===== src/rtl/sum_accumulator_pkg.sv =====
// rtl/sum_accumulator_pkg.sv - shared types and constants for the block accumulator
package sum_accumulator_pkg;

   // Width of one adder-stage result: {cout, sum[7:0]}
   localparam int SAMPLE_W = 9;

   typedef enum logic {
      ACCUM = 1'b0,
      HOLD  = 1'b1
   } state_t;

   // Ceiling log2, usable in parameter expressions
   function automatic int clog2(input int value);
      int r;
      r = 0;
      while ((1 << r) < value) begin
         r = r + 1;
      end
      return r;
   endfunction

endpackage


===== src/rtl/sum_accumulator_if.sv =====
// rtl/sum_accumulator_if.sv - sample input and block result handshake bundle
interface sum_accumulator_if
   import sum_accumulator_pkg::*;
#(
   parameter int N_SAMPLES = 16
);
   localparam int LOG2_N = clog2(N_SAMPLES);
   localparam int ACC_W  = SAMPLE_W + LOG2_N;

   logic                clear;
   logic                in_valid;
   logic                in_ready;
   logic [7:0]          in_sum;
   logic                in_cout;
   logic                out_valid;
   logic                out_ready;
   logic [ACC_W-1:0]    out_total;
   logic [SAMPLE_W-1:0] out_mean;
   logic [7:0]          out_count;

   // Producer/consumer side (drives samples, takes results)
   modport master (
      output clear, in_valid, in_sum, in_cout, out_ready,
      input  in_ready, out_valid, out_total, out_mean, out_count
   );

   // Accumulator side
   modport slave (
      input  clear, in_valid, in_sum, in_cout, out_ready,
      output in_ready, out_valid, out_total, out_mean, out_count
   );

endinterface


===== src/rtl/sum_accumulator.sv =====
// rtl/sum_accumulator.sv - accumulates N adder results into block total and mean
module sum_accumulator
   import sum_accumulator_pkg::*;
#(
   parameter int N_SAMPLES = 16
) (
   input  logic               clk,
   input  logic               rst_n,
   sum_accumulator_if.slave   bus
);

   localparam int LOG2_N = clog2(N_SAMPLES);
   localparam int ACC_W  = SAMPLE_W + LOG2_N;
   localparam logic [LOG2_N-1:0] IDX_LAST = LOG2_N'(N_SAMPLES - 1);

   state_t              state_q;
   state_t              state_d;
   logic [ACC_W-1:0]    acc_q;
   logic [LOG2_N-1:0]   idx_q;
   logic [SAMPLE_W-1:0] sample;
   logic [ACC_W-1:0]    acc_sum;
   logic                accept;
   logic                last;

   assign sample  = {bus.in_cout, bus.in_sum};
   assign acc_sum = acc_q + ACC_W'(sample);
   assign accept  = bus.in_valid && (state_q == ACCUM);
   assign last    = (idx_q == IDX_LAST);

   // Handshake flags come from registered state only
   assign bus.in_ready  = (state_q == ACCUM);
   assign bus.out_valid = (state_q == HOLD);

   // State register
   always_ff @(posedge clk or negedge rst_n) begin
      if (!rst_n) begin
         state_q <= ACCUM;
      end else begin
         state_q <= state_d;
      end
   end

   // Next state: clear wins, Nth accept enters HOLD, output handshake leaves it
   always_comb begin
      state_d = state_q;
      if (bus.clear) begin
         state_d = ACCUM;
      end else begin
         case (state_q)
            ACCUM:   if (accept && last) state_d = HOLD;
            HOLD:    if (bus.out_ready)  state_d = ACCUM;
            default: state_d = ACCUM;
         endcase
      end
   end

   // Datapath: running sum, sample index, and held block results
   always_ff @(posedge clk or negedge rst_n) begin
      if (!rst_n) begin
         acc_q         <= '0;
         idx_q         <= '0;
         bus.out_total <= '0;
         bus.out_mean  <= '0;
         bus.out_count <= '0;
      end else if (bus.clear) begin
         acc_q <= '0;
         idx_q <= '0;
      end else if (accept) begin
         if (last) begin
            bus.out_total <= acc_sum;
            bus.out_mean  <= acc_sum[ACC_W-1 -: SAMPLE_W];
            bus.out_count <= bus.out_count + 8'd1;
            acc_q         <= '0;
            idx_q         <= '0;
         end else begin
            acc_q <= acc_sum;
            idx_q <= idx_q + 1'b1;
         end
      end
   end

endmodule


===== src/flat_wrapper.sv =====
// flat-port wrapper written by rule: the top's interface ports become plain ports
module sum_accumulator_flat import sum_accumulator_pkg::*;
#(
   parameter int N_SAMPLES = 16
)
  (clk, rst_n, bus_clear, bus_in_valid, bus_in_sum, bus_in_cout, bus_out_ready, bus_in_ready, bus_out_valid, bus_out_total, bus_out_mean, bus_out_count);
  sum_accumulator_if #(.N_SAMPLES(N_SAMPLES)) bus_i ();
  input  logic clk;
  input  logic rst_n;
  input wire logic [$bits(bus_i.clear)-1:0] bus_clear;
  input wire logic [$bits(bus_i.in_valid)-1:0] bus_in_valid;
  input wire logic [$bits(bus_i.in_sum)-1:0] bus_in_sum;
  input wire logic [$bits(bus_i.in_cout)-1:0] bus_in_cout;
  input wire logic [$bits(bus_i.out_ready)-1:0] bus_out_ready;
  output wire logic [$bits(bus_i.in_ready)-1:0] bus_in_ready;
  output wire logic [$bits(bus_i.out_valid)-1:0] bus_out_valid;
  output wire logic [$bits(bus_i.out_total)-1:0] bus_out_total;
  output wire logic [$bits(bus_i.out_mean)-1:0] bus_out_mean;
  output wire logic [$bits(bus_i.out_count)-1:0] bus_out_count;
  assign bus_i.clear = bus_clear;
  assign bus_i.in_valid = bus_in_valid;
  assign bus_i.in_sum = bus_in_sum;
  assign bus_i.in_cout = bus_in_cout;
  assign bus_i.out_ready = bus_out_ready;
  assign bus_in_ready = bus_i.in_ready;
  assign bus_out_valid = bus_i.out_valid;
  assign bus_out_total = bus_i.out_total;
  assign bus_out_mean = bus_i.out_mean;
  assign bus_out_count = bus_i.out_count;
  sum_accumulator #(.N_SAMPLES(N_SAMPLES)) u_core (.clk(clk), .rst_n(rst_n), .bus(bus_i));
endmodule

===== config.mk =====
export PLATFORM = sky130hd
export DESIGN_NAME = sum_accumulator_flat
export DESIGN_NICKNAME = d
export VERILOG_FILES = /design/src/rtl/sum_accumulator_pkg.sv /design/src/rtl/sum_accumulator_if.sv /design/src/rtl/sum_accumulator.sv /design/src/flat_wrapper.sv
export SDC_FILE = /design/constraint.sdc
export NUM_CORES = 1
export LEC_CHECK = 0
export CORE_MARGIN = 2
export CORE_UTILIZATION = 25
export CTS_CLUSTER_DIAMETER = 40
export DETAILED_ROUTE_END_ITERATION = 8
export GPL_TIMING_DRIVEN = 1
export HOLD_SLACK_MARGIN = 0.12
export PLACE_DENSITY_LB_ADDON = 0.12
export SLEW_MARGIN = 20
export SYNTH_ARGS = -nofsm -noshare
export SYNTH_HDL_FRONTEND = slang
export SYNTH_SLANG_ARGS = --single-unit
export TNS_END_PERCENT = 10

===== constraint.sdc =====
create_clock -name clk -period 2.5 [get_ports clk]
set_input_delay 0.5 -clock clk [delete_from_list [all_inputs] [get_ports clk]]
set_output_delay 0.5 -clock clk [all_outputs]
set_load 0.02 [all_outputs]

* Word level (Yosys, flattened, before mapping)
Index checks and enable logic that the tools add are counted.
** Cells by class
- $add $sub $neg :: 3
- Equal/unequal tests :: 1
- Mux-type cells :: 10
- Bitwise logic cells :: 2
- Reduce and logical (&&, ||, !) cells :: 4
** Operators with widths (number)
- 13-bit two-way mux :: 3
- 13-bit by 9-bit adder with 13-bit output :: 1
- 4-bit two-way mux :: 3
- 8-bit by 1-bit adder with 8-bit output, second input constant :: 1
- 4-bit by 1-bit adder with 4-bit output, second input constant :: 1
- 4-bit equality test, second input constant :: 1
- 1-bit two-way mux :: 3
- 3-bit AND reduction :: 1
- 1-bit logical AND :: 2
- 1-bit NOT :: 2
- 1-bit case mux with 2 select lines :: 1
- 2-bit nonzero test :: 1
** Storage, ports and cells
- Bits in registers :: 48
- Logic and storage cells :: 26

* Longest topological paths before layout
- Word-level depth :: 6
- Gate-level depth with buffers :: 8

* Worst setup path before layout
Ideal clock, no wire load.
- Path kind :: input port to flip-flop
- Start point :: in bus_in_sum[0]
- End point :: reg u_core.acc_q[12]
- Library setup time :: 76 ps
- Arrival :: 2059 ps
- Data required time :: 2424 ps
- Setup slack :: 365 ps
- Stages :: 8
- Cells stage by stage :: ha_1 -> inv_1 -> fa_1 -> nand2b_1 -> a211oi_2 -> o2111ai_1 -> or3_1 -> o21ai_1
** On the way
- Longest elaborated chain between the ends :: 4
** Ends and longest elaborated chain
- start: declaration :: RTL line flat_wrapper.sv:12 : input wire logic [$bits(bus_i.in_sum)-1:0] bus_in_sum;
- 13-bit by 9-bit adder with 13-bit output :: RTL line sum_accumulator.sv:26 : assign acc_sum = acc_q + ACC_W'(sample);
- 13-bit two-way mux :: RTL line sum_accumulator.sv:69 : if (last) begin
- 13-bit two-way mux :: RTL line sum_accumulator.sv:68 : end else if (accept) begin
- 13-bit two-way mux :: RTL line sum_accumulator.sv:65 : end else if (bus.clear) begin
- end signal: assignment :: RTL line sum_accumulator.sv:76 : acc_q <= acc_sum;
- end: declaration :: RTL line sum_accumulator.sv:18 : logic [ACC_W-1:0] acc_q;
Every way passes these cells. The select of a mux whose other input is x is not followed.
A chain may end at the register's enable or synchronous reset.

* Worst setup path after layout
- Start point :: in bus_in_sum[0]
- End point :: reg u_core.bus.out_mean[4]
** On the way
- Longest elaborated chain between the ends :: 1
** Ends and longest elaborated chain
- 13-bit by 9-bit adder with 13-bit output :: RTL line sum_accumulator.sv:26
- end signal: assignment :: RTL line sum_accumulator.sv:71 : bus.out_mean <= acc_sum[ACC_W-1 -: SAMPLE_W];
- end: declaration :: RTL line sum_accumulator_if.sv:30 : output in_ready, out_valid, out_total, out_mean, out_count
Every way passes these cells.

==> results.toml <==
[run_status]
run_status = "finished clean"

[yosys]
avgSynthCellArea_um2 = 10.11
syn_inst = 207
synth_top_cell_area_share = 0.4662
yosys_warnings = 0
yosysSeqAreaShare = 0.4662
synth.distinct_cells = 41
ys_seq_elements = 39
syn_area_mm2 = 0.002093
synth_flop_cell = "dfrtp_1"
synth.area.top_cells = "dfrtp_1 (47%), ha_1 (6.6%), nand2_1 (5.2%)"
synth_fp_nets = 233
synth_edf_count = 0
yosysTopAreaCell = "dfrtp_1"
async_flop_share = 1.000

[timing]
finalSetupViolations = 0
fin_crit_sh = 0.9416
rsz0062_at_grt = "false"
slew_violations = 0
finalHoldViolCount = 0
fin_setup_tns_ns = 0
setup_ws_ns = 0.1459
max_slew.worst_pin.slew_ns = 0.7151
hold_slack_ns = 0.4767
slew_headroom = 0.5228
min_period_ns = 2.354
clock.fmax_mhz = 424.8
skew_ns = 0.005695

[power_and_ir_drop]
leakagePower_nw = 1.234
peakVddDrop_mv = 0.1796
switching_share = 0.3135
seqPwrFrac = 0.457
pwr-share-comb = 0.251
pwr-share-clk = 0.292
netSwitchingPower_mw = 0.4751
powerDensity_mw_per_mm2 = 536.0
intPower_mw = 1.041
power.total_mw = 1.516

[detailed_routing]
via_per_inst = 4.478
wirelength_um = 4946
drt_iter0_drc = 31
drcViolationCount = 0
wl_per_cell_um = 13.44
firstDrtPassIters = 4
ant_nets = 0
num_vias = 1648

[worst_setup_path]
cp-end-kind = "register"
critical_path.max_fanout = 3
path_class = "input pin to register"
r2r_end = "u_core.bus.out_mean[4]"
timing.rr.start = "u_core.acc_q[0]"
start_kind = "input pin"
cp_data_arrival_time_ns = 2.54
critPathRequiredTime_ns = 2.69
reg2reg_depth = 8
r2r_slack_ns = 0.45

[place]
port_buffers = 45
post-dp-hpwl_um = 3705
routabilityCongestion = 0.6923
dpl_cell_area_mm2 = 0.002705
place_inst = 359
pre_cts_slack_ns = -0.2395

[clock_network]
cts_buffer_depth = 2
cts_tree = "done"
htree_levels = 2
root_buffer = "clkbuf_8"
path_clk_slew_ns = 0.08
cts_setup_buffers = 0
clock_sinks = 39
cts_buffers = 5
clock_latency_ns = 0.30

[cells_and_area]
final_cells = 368
layout.nets = 288
areaGrowthSynthToFinish_pct = 35.09
n_antenna_cell = 0
utilization = 0.3459
nFillCells = 859
postLayoutCellArea_mm2 = 0.002828
drive_gt1_frac = 0.1483

[worst_hold_path]
hold_path_class = "register to register"
min_from = "u_core.bus.out_count[7]"
min_to = "u_core.bus.out_count[7]"
holdPathStages = 1

[global_routing]
grt.total_usage = 0.1214
grt_overflow = 0
grt_max_degree = 18
grt_pass1_vias = 1700
grt_pass1_wl_um = 8411
antenna_found_initial = 0

[floorplan]
die_w_um = 95.51
die_area_mm2 = 0.009121
start_util = 0.2560
io_pins = 46
core_mm2 = 0.008175
rows = 33
die_height_um = 95.51

[run]
maxCapViolCount = 0
[what timing repair did]
action | CTS | global route
endpoints found under the hold margin | 5 | 0
gates resized for setup | 0 | 3
hold buffers | 1 | 0
endpoints found under the setup margin | 0 | 2
[power by group through the flow]
stage               combinational, mW  sequential (mW)  clock, mW
finish                          0.381            0.692      0.443
global route                    0.427            0.698      0.495
CTS                             0.379            0.693      0.461
detailed placement              0.375            0.705          0
global placement                0.376            0.704          0
floorplan                       0.213            0.712          0
[synth_stat cells (all sizes together), types with 3 or more instances]
cell type / instances
xor2: 6
ha: 11
mux2: 4
o211ai: 4
nand3: 7
clkbuf: 3
inv: 8
a31oi: 3
xnor2: 12
nor2: 7
nand2: 29
dfrtp: 39
nand2b: 3
or3: 5
a21oi: 11
buf: 12
o21ai: 16
a21o: 3
a22o: 7
[routing by layer]
layer	up-vias	wire (µm)	share of wire	track usage
met4	0	40	0.0081	0.03214
li1	830	-	-	-
met1	783	2418	0.49	0.1631
met5	-	0	0	0
met3	4	221	0.045	0.03241
met2	31	2266	0.46	0.1937
[how the worst max path moves through the flow]
| stage | startpoint | end | slack, ns | cells after the start |
|---|---|---|---|---|
| floorplan | bus_in_sum[0] | u_core.acc_q[12] | 0.36 | 8 |
| global placement | bus_in_sum[0] | u_core.bus.out_mean[4] | -0.21 | 9 |
| detailed placement | bus_in_sum[0] | u_core.acc_q[12] | -0.24 | 9 |
| CTS | bus_in_sum[0] | u_core.acc_q[12] | 0.07 | 9 |
| global route | bus_in_sum[0] | u_core.acc_q[12] | 0.02 | 9 |
| finish | bus_in_sum[0] | u_core.bus.out_mean[4] | 0.15 | 9 |
[state kept, by name, indices dropped and copies added, names as in the netlist]
| register | count |
|---|---|
| u_core.acc_q | 13 |
| u_core.bus.out_count | 8 |
| u_core.bus.out_mean | 9 |
| u_core.bus.out_total | 4 |
| u_core.bus.out_valid | 1 |
| u_core.idx_q | 4 |
[cells by family (layout without fill, tap and decap cells)]
kind of cell	Yosys count	after routing	share of synthesized area
AO/OA/AOI/OAI	50	50	0.1584
XOR/XNOR	18	18	0.07531
adder cells (fa/ha/maj)	12	12	0.07531
buffers and inverters	23	79	0.05857
flip-flops	39	39	0.4662
multiplexers	4	4	0.02152
AND/OR/NAND/NOR	61	61	0.1447
[layout by cell type, fill, tap and decap left out, types with 5 or more instances in the layout]
cell type / n
clkdlybuf4s50_1: 44
o21ai_0: 5
o21ai_1: 10
buf_4: 17
nand3_1: 6
xor2_1: 6
or3_1: 5
a22o_1: 7
inv_1: 8
ha_1: 11
a21oi_1: 11
dfrtp_1: 39
nand2_1: 29
nor2_1: 5
xnor2_1: 12
clkbuf_8: 5
[worst max-delay path: stages]
cell             delay, ns
clkdlybuf4s50_1       0.46
ha_1                  0.17
inv_1                 0.06
fa_1                  0.38
nand2b_4              0.18
a21o_1                0.17
a32oi_1               0.23
xor2_1                0.12
mux2_2                0.27
[final cells by class]
cell class	count	area (µm²)	share of cell area
multi-input cells	145	1018	0.3602
clock inverters	3	20.02	0.007080
well taps	105	131.4	0.04646
inverters	8	30.03	0.01062
flip-flops and latches	39	975.9	0.3451
repair buffers	63	583.1	0.2062
clock buffers	5	68.82	0.02434
(Power assumes the default switching activity.)
